## src/rtl/bus_arbiter.sv

```systemverilog
// rtl/bus_arbiter.sv - fixed-priority arbiter sharing one RAM port between instruction fetch and MEM stage
// MEM wins over IF; an access ends on ram_ready or after TIMEOUT wait cycles with bus_err.
module bus_arbiter #(
  parameter int TIMEOUT = 15
) (
  input  logic        clk,
  input  logic        rst,
  input  logic        if_req,
  input  logic [31:0] if_addr,
  output logic [31:0] if_rdata,
  output logic        if_ack,
  input  logic        mem_req,
  input  logic        mem_we,
  input  logic [31:0] mem_addr,
  input  logic [31:0] mem_wdata,
  input  logic [3:0]  mem_sel,
  output logic [31:0] mem_rdata,
  output logic        mem_ack,
  output logic        ram_ce,
  output logic        ram_we,
  output logic [31:0] ram_addr,
  output logic [31:0] ram_wdata,
  output logic [3:0]  ram_sel,
  input  logic [31:0] ram_rdata,
  input  logic        ram_ready,
  output logic        bus_err,
  output logic        stall_req
);

  localparam int CW = (TIMEOUT > 1) ? $clog2(TIMEOUT) : 1;

  localparam logic [1:0] S_IDLE     = 2'd0;
  localparam logic [1:0] S_BUSY_IF  = 2'd1;
  localparam logic [1:0] S_BUSY_MEM = 2'd2;

  logic [1:0]    r_state;
  logic [CW-1:0] r_cnt;
  logic [31:0]   r_addr;
  logic [31:0]   r_wdata;
  logic [3:0]    r_sel;
  logic          r_we;
  logic [31:0]   r_if_rdata;
  logic [31:0]   r_mem_rdata;
  logic          r_if_ack;
  logic          r_mem_ack;
  logic          r_bus_err;

  logic w_busy;
  logic w_done;
  logic w_timeout;
  logic w_grant_mem;
  logic w_grant_if;

  assign w_busy    = (r_state == S_BUSY_IF) | (r_state == S_BUSY_MEM);
  assign w_done    = w_busy & ram_ready;
  assign w_timeout = w_busy & ~ram_ready & (r_cnt == CW'(TIMEOUT - 1));

  // During the ack cycle the just-served requester still holds req; mask it out.
  assign w_grant_mem = (r_state == S_IDLE) & mem_req & ~r_mem_ack;
  assign w_grant_if  = (r_state == S_IDLE) & ~w_grant_mem & if_req & ~r_if_ack;

  always_ff @(posedge clk or posedge rst) begin
    if (rst) begin
      r_state     <= S_IDLE;
      r_cnt       <= '0;
      r_addr      <= '0;
      r_wdata     <= '0;
      r_sel       <= '0;
      r_we        <= 1'b0;
      r_if_rdata  <= '0;
      r_mem_rdata <= '0;
      r_if_ack    <= 1'b0;
      r_mem_ack   <= 1'b0;
      r_bus_err   <= 1'b0;
    end else begin
      r_if_ack  <= 1'b0;
      r_mem_ack <= 1'b0;
      r_bus_err <= 1'b0;
      if (w_grant_mem) begin
        r_state <= S_BUSY_MEM;
        r_cnt   <= '0;
        r_addr  <= mem_addr;
        r_we    <= mem_we;
        r_wdata <= mem_wdata;
        r_sel   <= mem_sel;
      end else if (w_grant_if) begin
        r_state <= S_BUSY_IF;
        r_cnt   <= '0;
        r_addr  <= if_addr;
        r_we    <= 1'b0;
        r_wdata <= '0;
        r_sel   <= 4'hF;
      end else if (w_done | w_timeout) begin
        r_state   <= S_IDLE;
        r_cnt     <= '0;
        r_bus_err <= w_timeout;
        if (r_state == S_BUSY_MEM) begin
          r_mem_ack   <= 1'b1;
          r_mem_rdata <= w_done ? ram_rdata : 32'h0;
        end else begin
          r_if_ack   <= 1'b1;
          r_if_rdata <= w_done ? ram_rdata : 32'h0;
        end
      end else if (w_busy) begin
        r_cnt <= r_cnt + 1'b1;
      end else begin
        r_state <= S_IDLE;
      end
    end
  end

  assign ram_ce    = w_busy;
  assign ram_we    = w_busy & r_we;
  assign ram_addr  = r_addr;
  assign ram_wdata = r_wdata;
  assign ram_sel   = r_sel;
  assign if_rdata  = r_if_rdata;
  assign mem_rdata = r_mem_rdata;
  assign if_ack    = r_if_ack;
  assign mem_ack   = r_mem_ack;
  assign bus_err   = r_bus_err;
  assign stall_req = (if_req & ~r_if_ack) | (mem_req & ~r_mem_ack);

endmodule

```

## config.mk

```make
export PLATFORM = sky130hd
export DESIGN_NAME = bus_arbiter
export DESIGN_NICKNAME = d
export VERILOG_FILES = /design/src/rtl/bus_arbiter.sv
export SDC_FILE = /design/constraint.sdc
export NUM_CORES = 1
export LEC_CHECK = 0
export ABC_CLOCK_PERIOD_IN_PS = 6200
export CAP_MARGIN = 20
export CORE_AREA = 2 2 161 123
export DETAILED_ROUTE_END_ITERATION = 10
export DIE_AREA = 0 0 163 125
export GPL_TIMING_DRIVEN = 1
export PLACE_DENSITY = 0.66
export SLEW_MARGIN = 20
export SYNTH_ARGS = -nofsm -noshare
export SYNTH_HDL_FRONTEND = slang
export SYNTH_SLANG_ARGS = --single-unit
export TNS_END_PERCENT = 20
```

## constraint.sdc

```tcl
create_clock -name clk -period 6.2 [get_ports clk]
set_clock_uncertainty 0.1 [all_clocks]
set_input_delay 1.24 -clock clk [delete_from_list [all_inputs] [get_ports clk]]
set_output_delay 1.24 -clock clk [all_outputs]
set_load 0.005 [all_outputs]
```

# After elaboration in Yosys (flattened, before gate mapping)
# Cells that the tools add are included.
[word_totals]
register_bits = 142
latchBits = 0
ram_bits = 0
mem_bits_ro = 0
in_bits = 138
word_cells = 69
memories = 0
[op_classes]
add_sub_neg = 1
n_mul = 0
div_mod_pow = 0
magnitude_cmp = 0
eq_ne = 4
n_shift = 0
muxes = 28
bitwise_logic = 20
n_reduce_logical = 5
[op_table]
columns = ["cell", "n"]
rows = [
  ["32-bit two-way mux", 5],
  ["4-bit two-way mux", 6],
  ["1-bit two-way mux", 13],
  ["1-bit AND", 11],
  ["2-bit two-way mux", 4],
  ["4-bit AND reduction", 2],
  ["1-bit NOT", 6],
  ["4-bit by 1-bit adder with 4-bit output, second input constant", 1],
  ["4-bit equality test, second input constant", 1],
  ["4-bit by 1-bit != test with 1-bit output, second input constant", 1],
  ["4-bit nonzero test", 1],
  ["1-bit OR", 3],
  ["2-bit by 1-bit equality test with 1-bit output, second input constant", 1],
  ["2-bit equality test, second input constant", 1],
  ["2-bit logical NOT", 1],
  ["2-bit nonzero test", 1],
]

# Depth between registers and ports, before layout
# Gate-level depths: netlist (run 1).
[depth]
ltp_word = 9
ltp_mapped = 9
ltp_nobuf = 6

# Worst setup path after synthesis (run 1)
# OpenSTA, ideal clock, no wires.
[synth_timing]
path_kind = "in2out"
startpoint = "input port mem_req"
endpoint = "output port stall_req"
arrival_ns = 1.826
path_slack_ns = 3.034
stages = 4
path_buffers = 2
cell_sequence = "nand2b_1 buf_2 buf_1 nand2_1"
[synth_between]
elab_chain_cells = 2
[synth_lines]
columns = ["element", "line_no", "source"]
rows = [
  ["start, declared", "12", "input logic mem_req,"],
  ["1-bit AND", "122", "assign stall_req = (if_req & ~r_if_ack) | (mem_req & ~r_mem_ack);"],
  ["1-bit OR", "122", ""],
  ["end, declared", "27", "output logic stall_req"],
]
# Every way passes these cells.

# Worst setup path in the final report (run 1)
# Ends and elaborated chain as after synthesis.

==> metrics.txt, run 1 <==
clock sinks 142; internal reg-to-reg setup slack 3.91 ns; crit path capture type output pin; worst r2r path cells 6; switching share of power 0.330; via/cell ratio 4.74; multi-input logic area 1790 um^2; Static Leak 3.76 nW; CP Data Arrival Time 2.83 ns; Synth area leader dfrtp_1; overall routing resource usage 0.164; Yosys warning count 0; average wire per standard cell 16.2 um; Post-DRT Antenna Nets 0; Power Total 4.31 mW; first-pass GRT wire length 26.3 mm; Synth top cells by count 142 x dfrtp_1, 101 x nand2_1, 58 x o21ai_0, 33 x a22o_1; cts hold-fix bufs 0; Synth cell types 29; Post-synth ARST share 1.00; largest fanout on the critical path 33; Detailed Route Iter0 Violations 217; Die ar. 20400 um^2; internal power 2.89 mW; vias post-DR 4803; Yosys top cell area share 0.639; worst endpoint required time 4.86 ns; Max H-tree Level 4; Reg clk slew, reported paths 0.06 ns; count leader, synth dfrtp_1; GPL Wtd Cong 0.778; Sequential Area 3550 um^2; EDFF count, synth 0; PostCTS Resize Cnt 0; num rows 44; vias in the first global route 4942; Least-Margin Pin Slew 0.890 ns; Pins Over Slew Limit 0; Worst-Skew Late Latency 0.41 ns; #FFs+latches synth 142; Max Freq 240 MHz; Worst Setup EP stall_req; hpwl dp 11.2 mm; Max Root-Sink Buffers 2; Setup Viol. Count Final 0; Flop pwr share 0.351; clock share of power 0.224; Root Driver clkbuf_16; Initial Util 0.293; # diodes 0; setup tns final 0 ns; core area 19000 um^2; P_sw 1.42 mW; largest net degree at the start of global routing 99; io pins 276; fin nets 892; peak supply drop 227 uV; Cells after Synth 490; Initial DRT Pass Iterations 4; FILL cells 1780; Mapped Area 5560 um^2; total CTS buffers 17; Synth Flop Type dfrtp_1; period utilization 0.672; Critical Path Source mem_req; share of layout cells above drive strength 1 0.0592; RSZ-0062 raised after global routing no; FF-to-FF End if_rdata[9]; Fin. Hold Viols 0; initial antenna violation count 0; Die Y-Extent 125 um; cell area power density 476 nW/um^2; Max Cap Viol 0; worst r2r src r_state[1]; DRT Wirelength 16.5 mm; CTS tree yes; Slew headroom 0.406; largest cells by area after synthesis dfrtp_1 64%, nand2_1 6.8%, a32o_1 5.8%; Comb power frac 0.425; Avg Cell Area, Syn 11.4 um^2; Tightest Hold Check Type reg -> reg; Startpoint Class primary input; outcome finished, final reports clean; die width 163 um; total congestion overflow 0; Crit Path Category in -> out; drc violations 0; # port buffers 275; Net Count, Synth 633; register area share after synthesis 0.639; min cycle time layout 4.17 ns; Setup Fix Bufs, Post-CTS 0; Synth-to-Final Area Change 62.9%
[layer usage]
metal | global-route usage | vias up | share of wire
met2 | 0.248 | 173 | 0.44
li1 | - | 2284 | -
met4 | 0.0599 | 0 | 0.022
met3 | 0.0614 | 26 | 0.080
met5 | 0 | - | 0
met1 | 0.215 | 2320 | 0.46
[power by group through the flow]
stage | Clock (mW) | Combinational (mW) | Sequential, mW
2_1_floorplan | 0 | 0.792 | 1.53
3_3_place_gp | 0 | 1.83 | 1.52
3_5_place_dp | 0 | 1.85 | 1.52
4_1_cts | 1.00 | 1.86 | 1.51
5_1_grt | 1.04 | 2.01 | 1.56
6_report | 0.964 | 1.83 | 1.51
[sequential cells by signal, indices dropped and copies added (netlist names)]
register,count
mem_ack,1
mem_rdata,32
bus_err,1
r_cnt,4
if_ack,1
ram_wdata,32
ram_addr,32
r_we,1
r_state,2
ram_sel,4
if_rdata,32
[worst min path at each step]
stage                        from            end  cells past startpoint
floorplan                    r_we           r_we                      1
global placement    mem_rdata[30]  mem_rdata[30]                      2
detailed placement  mem_rdata[18]  mem_rdata[18]                      2
CTS                 mem_rdata[18]  mem_rdata[18]                      2
global route         if_rdata[31]   if_rdata[31]                      1
finish               ram_addr[30]   ram_addr[30]                      2
[placed cells by master (no fill, tap or decap), drive strengths merged, types with 2 or more instances in the layout]
| cell | netlist | layout |
|---|---|---|
| nand2b | 2 | 2 |
| o22ai | 32 | 32 |
| a32o | 32 | 32 |
| xor2 | 2 | 2 |
| clkdlybuf4s50 | 0 | 275 |
| and2 | 2 | 2 |
| ha | 5 | 5 |
| o22a | 4 | 4 |
| nor2 | 8 | 8 |
| inv | 7 | 10 |
| clkinv | 0 | 2 |
| clkbuf | 24 | 18 |
| a22o | 33 | 33 |
| dfrtp | 142 | 142 |
| nand2 | 101 | 101 |
| clkinvlp | 0 | 6 |
| buf | 19 | 8 |
| o21ai | 64 | 64 |
| nand4 | 3 | 3 |
[critical path, stage by stage]
cell and delay (ns):
clkdlybuf4s50_1 0.42, nand2b_1 0.22, buf_4 0.39, nand2_1 0.08, clkdlybuf4s50_1 0.46
[final cells by class]
| cell class | instances | area share |
|---|---|---|
| multi-input combinational | 298 | 0.198 |
| clock inverter | 12 | 0.0127 |
| timing repair buffer | 283 | 0.310 |
| clock buffer | 18 | 0.0485 |
| inverter | 7 | 0.00345 |
| sequential | 142 | 0.392 |
| tap | 253 | 0.0349 |
[logic make-up after synthesis]
kind of cell             count (synthesis)  share of synthesized area
adder cells (fa/ha/maj)                  5                     0.0112
buffers and inverters                   50                     0.0418
AND/OR/NAND/NOR                        119                     0.0848
XOR/XNOR                                 3                    0.00473
AO/OA/AOI/OAI                          171                      0.218
flip-flops                             142                      0.639
[metrics by stage]
stage,instance area [um^2],hold slack (ns),utilization,setup WS (ns),cells
global placement,8500,0.361,0.448,2.08,983
global route,9060,0.401,0.477,1.93,1013
CTS,9060,0.382,0.477,2.07,1013
finish,9060,0.374,0.477,2.03,1013
detailed placement,8500,0.369,0.448,2.07,983
floorplan,5560,0.358,-,1.05,490
(Power assumes the default switching activity.)
==> inputs of run 2 (changes only) <==
ABC_CLOCK_PERIOD_IN_PS = 4100   (was 6200)
clock period = 4.1 ns   (was 6.2 ns; I/O delays follow)
==> metrics.txt, run 2 (same netlist as run 1, synthesis figures left out) <==
Setup Fix Bufs, Post-CTS 0 (unchanged); Synth-to-Final Area Change 64.4% (was 62.9%); Setup Viol. Count Final 0 (unchanged); Max Cap Viol 0 (unchanged); Max H-tree Level 4 (unchanged); Reg clk slew, reported paths 0.06 ns (about the same); FILL cells 1782 (was 1780); met2 WL post-DR 7.29 mm (was 7.19 mm); num rows 44 (unchanged); most common cell after layout, fill and taps aside clkdlybuf4s50_1 (unchanged); peak supply drop 300 uV (was 227 uV); initial antenna violation count 0 (unchanged); Max Freq 327 MHz; vias in the first global route 4927 (was 4942); # port buffers 275 (unchanged); first-pass GRT wire length 26.8 mm (was 26.3 mm); Slew headroom 0.458 (was 0.406); Startpoint Class primary input (unchanged); Pins Over Slew Limit 0 (unchanged); Detailed Route Iter0 Violations 263 (was 217); # diodes 0 (unchanged); Critical Path Source mem_req (unchanged); Initial DRT Pass Iterations 4 (unchanged); total CTS buffers 17 (unchanged); Tightest Hold Check Type reg -> reg (unchanged); cts hold-fix bufs 0 (unchanged); core area 19000 um^2 (unchanged); cell area power density 726 nW/um^2 (was 476 nW/um^2); outcome finished, final reports clean (unchanged); drc violations 0 (unchanged); crit path capture type output pin (unchanged); min cycle time layout 3.05 ns; Die ar. 20400 um^2 (unchanged); Fin. Hold Viols 0 (unchanged); Highest Signal Layer met4 (unchanged); share of layout cells above drive strength 1 0.0591 (was 0.0592); Die Y-Extent 125 um (unchanged); commonest cells after routing, fill and taps aside 275 x clkdlybuf4s50_1, 142 x dfrtp_1, 101 x nand2_1 (unchanged); Worst Setup EP stall_req (unchanged); Least-Margin Pin Slew 0.813 ns (was 0.890 ns); overall routing resource usage 0.167 (was 0.164); clock sinks 142 (unchanged); fin nets 892 (unchanged); FF-to-FF End if_rdata[29] (was if_rdata[9]); Max Root-Sink Buffers 2 (unchanged); PostCTS Resize Cnt 0 (unchanged); CP Data Arrival Time 2.13 ns (was 2.83 ns); worst endpoint required time 3.18 ns (was 4.86 ns); GPL Wtd Cong 0.734 (was 0.778); Worst-Skew Late Latency 0.41 ns (about the same); Root Driver clkbuf_16 (unchanged); Initial Util 0.293 (unchanged); CTS tree yes (unchanged); M1 wire length 7.40 mm (was 7.59 mm); internal reg-to-reg setup slack 1.87 ns (was 3.91 ns); Sequential Area 3550 um^2 (unchanged); Static Leak 3.79 nW (was 3.76 nW); Post-DRT Antenna Nets 0 (unchanged); via/cell ratio 4.65 (was 4.74); period utilization 0.745; hpwl dp 10.9 mm (was 11.2 mm); WHS 0.377 ns (was 0.374 ns); Crit Path Category in -> out (unchanged); worst r2r path cells 6 (unchanged); RSZ-0062 raised after global routing no (unchanged); setup tns final 0 ns (unchanged); largest net degree at the start of global routing 143 (was 99); worst r2r src r_state[1] (unchanged); largest fanout on the critical path 5 (was 33); metal3 WL 1.38 mm (was 1.32 mm); io pins 276 (unchanged); total congestion overflow 0 (unchanged); DRT Wirelength 16.3 mm (was 16.5 mm); vias post-DR 4723 (was 4803); die width 163 um (unchanged); average wire per standard cell 16.1 um (was 16.2 um); multi-input logic area 1790 um^2 (about the same)
-- run 2: worst min path at each step --
stage                        startpoint             to  cells past startpoint
final                      mem_rdata[5]   mem_rdata[5]                      2
after CTS                 mem_rdata[13]  mem_rdata[13]                      2
after detailed placement  mem_rdata[20]  mem_rdata[20]                      2
after global placement    mem_rdata[20]  mem_rdata[20]                      2
after global routing        ram_addr[0]    ram_addr[0]                      2
after floorplan                    r_we           r_we                      1
-- run 2: metrics by stage --
step	power (mW)	instance area, um^2	instances	worst slack (ns)	utilization
floorplan	3.52	5570	490	1.40	-
global placement	5.07	8540	983	1.03	0.450
detailed placement	5.11	8540	983	1.02	0.450
CTS	6.75	9140	1015	1.01	0.481
global route	7.13	9140	1015	0.956	0.481
finish	6.64	9140	1015	1.05	0.481
-- run 2: power breakdown --
part	switching, mW	total [mW]	internal, mW	leakage [nW]
clock network	0.607	1.59	0.978	0.280
logic	1.21	2.78	1.57	1.70
registers	0.300	2.27	1.97	1.82
total	2.12	6.64	4.52	3.79
-- run 2: area by class of cell --
type	count	area share
well taps	253	0.0346
flip-flops and latches	142	0.389
clock inverters	12	0.0174
repair buffers	283	0.312
multi-input cells	298	0.196
inverters	7	0.00328
clock buffers	20	0.0489
-- run 2: critical path: stages --
cell and delay [ns]:
clkdlybuf4s50_1 0.48, nand2b_1 0.17, nand2_1 0.13, clkdlybuf4s50_1 0.54
-- run 2: per-layer routing --
metal	global-route usage	vias to the layer above
met3	0.0654	21
met5	0	-
met4	0.0505	0
li1	-	2286
met1	0.219	2255
met2	0.254	161
==> inputs of run 3 (changes only) <==
ABC_CLOCK_PERIOD_IN_PS = 2530   (was 4100)
PLACE_DENSITY = 0.68   (was 0.66)
clock period = 2.53 ns   (was 4.1 ns; I/O delays follow)
==> metrics.txt, run 3 (same netlist as run 1, synthesis figures left out) <==
outcome finished, final reports clean (unchanged); CP Data Arrival Time 1.83 ns (was 2.13 ns); Least-Margin Pin Slew 0.566 ns (was 0.813 ns); met2 usage 0.253 (was 0.254); CTS tree yes (unchanged); commonest cells after routing, fill and taps aside 275 x clkdlybuf4s50_1, 142 x dfrtp_1, 101 x nand2_1 (unchanged); cell family with most CP delay buffers and inverters (unchanged); fin nets 903 (was 892); cells along the critical path inv_1 > ha_4 > and2_1 > clkdlybuf4s50_1 (was clkdlybuf4s50_1 > nand2b_1 > nand2_1 > clkdlybuf4s50_1); FILL cells 1750 (was 1782); core area 19000 um^2 (unchanged); share of layout cells above drive strength 1 0.0738 (was 0.0591); overall routing resource usage 0.168 (was 0.167); buffers and inverters on the worst path 2 (unchanged); Root Driver clkbuf_16 (unchanged); min cycle time layout 2.44 ns; Max H-tree Level 4 (unchanged); largest fanout on the critical path 6 (was 5); Initial DRT Pass Iterations 4 (unchanged); hpwl dp 11.8 mm (was 10.9 mm); peak supply drop 580 uV (was 300 uV); most common cell after layout, fill and taps aside clkdlybuf4s50_1 (unchanged); Static Leak 3.89 nW (was 3.79 nW); cts hold-fix bufs 0 (unchanged); worst endpoint required time 1.92 ns (was 3.18 ns); internal power 7.53 mW (was 4.52 mW); RSZ-0062 raised after global routing no (unchanged); # port buffers 275 (unchanged); GPL Wtd Cong 0.821 (was 0.734); Max Root-Sink Buffers 2 (unchanged); Detailed Route Iter0 Violations 262 (was 263); crit path capture type output pin (unchanged); Flop pwr share 0.335 (was 0.342); Setup Viol. Count Final 0 (unchanged); setup tns final 0 ns (unchanged); vias in the first global route 4861 (was 4927); internal reg-to-reg setup slack 0.58 ns (was 1.87 ns); Max Freq 410 MHz; Startpoint Class flip-flop (was primary input); largest net degree at the start of global routing 78 (was 143); Max Cap Viol 0 (unchanged); Post-DP Area 8680 um^2 (was 8540 um^2); fin area 9310 um^2 (was 9140 um^2); total congestion overflow 0 (unchanged); num rows 44 (unchanged); Post-DRT Antenna Nets 0 (unchanged); Die ar. 20400 um^2 (unchanged); cell area power density 1180 nW/um^2 (was 726 nW/um^2); Crit Path Category reg -> out (was in -> out); Synth-to-Final Area Change 67.5% (was 64.4%); average wire per standard cell 16.5 um (was 16.1 um); P_sw 3.48 mW (was 2.12 mW); die width 163 um (unchanged); Initial Util 0.293 (unchanged); Die Y-Extent 125 um (unchanged); Reg clk slew, reported paths 0.05 ns (was 0.06 ns); Pins Over Slew Limit 0 (unchanged); DRT Wirelength 16.9 mm (was 16.3 mm); total CTS buffers 17 (unchanged); grt met1 use 0.232 (was 0.219); period utilization 0.965; # diodes 0 (unchanged); highest-delay cell along the critical path clkdlybuf4s50_1 (unchanged); via/cell ratio 4.67 (was 4.65); drc violations 0 (unchanged); clock sinks 142 (unchanged); io pins 276 (unchanged); switching share of power 0.316 (was 0.319); Comb power frac 0.427 (was 0.419); Tightest Hold Check Type reg -> reg (unchanged); critical path's largest stage delay 0.50 ns (was 0.54 ns); Worst-Skew Late Latency 0.40 ns (was 0.41 ns); Fin. Hold Viols 0 (unchanged); first-pass GRT wire length 26.8 mm (about the same); initial antenna violation count 0 (unchanged); Slew headroom 0.622 (was 0.458); vias post-DR 4787 (was 4723); global route hottest layer met2 (unchanged); clock share of power 0.238 (was 0.239); global routing usage on met3 0.0484 (was 0.0654)
==> run 3: cell types whose count changed in the layout (fill, tap and decap cells not counted), moves of 3 or more <==
| cell | delta |
|---|---|
| clkinvlp_4 | -3 |
| clkinv_4 | +3 |
| buf_4 | +6 |
| buf_12 | +5 |
==> run 3: path summary, 6_finish.rpt <==
path,startpoint,end,cells past startpoint
hold reg to reg,mem_rdata[14],mem_rdata[14],2
hold / removal,mem_rdata[14],mem_rdata[14],2
setup / recovery,r_state[1],ram_we,4
max in group asynchronous,rst,mem_ack,3
min in group asynchronous,rst,ram_wdata[29],2
setup reg to reg,r_cnt[0],if_rdata[18],7
==> run 3: layout make-up <==
type / instances / area, um^2 / share of cell area
clock inverter: 13 / 189 / 0.0203
inverter: 7 / 30.0 / 0.00322
sequential: 142 / 3550 / 0.382
multi-input combinational: 298 / 1800 / 0.193
clock buffer: 18 / 429 / 0.0461
tap: 253 / 317 / 0.0340
timing repair buffer: 294 / 3000 / 0.322
==> run 3: power groups by stage <==
stage	Clock, mW	Sequential (mW)	Combinational (mW)
final	2.62	3.69	4.70
after global routing	2.79	3.80	5.13
after CTS	2.69	3.69	4.76
after detailed placement	0	3.71	4.72
after global placement	0	3.69	4.67
after floorplan	0	3.76	1.94
==> run 3: worst min-delay path, delay by kind of cell (launching register included) <==
kind	cells	cell delay, ns
flip-flops	1	0.34
AO/OA/AOI/OAI	1	0.06
AND/OR/NAND/NOR	1	0.04
==> run 3: through the flow <==
step	hold WS [ns]	setup slack (ns)	utilization	total power, mW	std cells
2_1_floorplan	0.358	0.147	-	5.70	490
3_3_place_gp	0.361	0.134	0.457	8.36	993
3_5_place_dp	0.369	0.143	0.457	8.42	993
4_1_cts	0.382	0.0727	0.490	11.1	1024
5_1_grt	0.400	0.00148	0.490	11.7	1025
6_report	0.374	0.0898	0.490	11.0	1025
==> run 3: routing by layer <==
metal / vias to the layer above / wire length (um) / share of wire
li1: 2319 / - / -
met1: 2285 / 7900 / 0.47
met2: 165 / 7510 / 0.45
met3: 18 / 1110 / 0.066
met4: 0 / 338 / 0.020
met5: - / 0 / 0
==> run 3: what timing repair did <==
action / 4_1_cts / 5_1_grt
gates cloned: 0 / 0
buffers inserted: 0 / 1
endpoints found under the setup margin: 1 / 1
resized for setup: 2 / 0
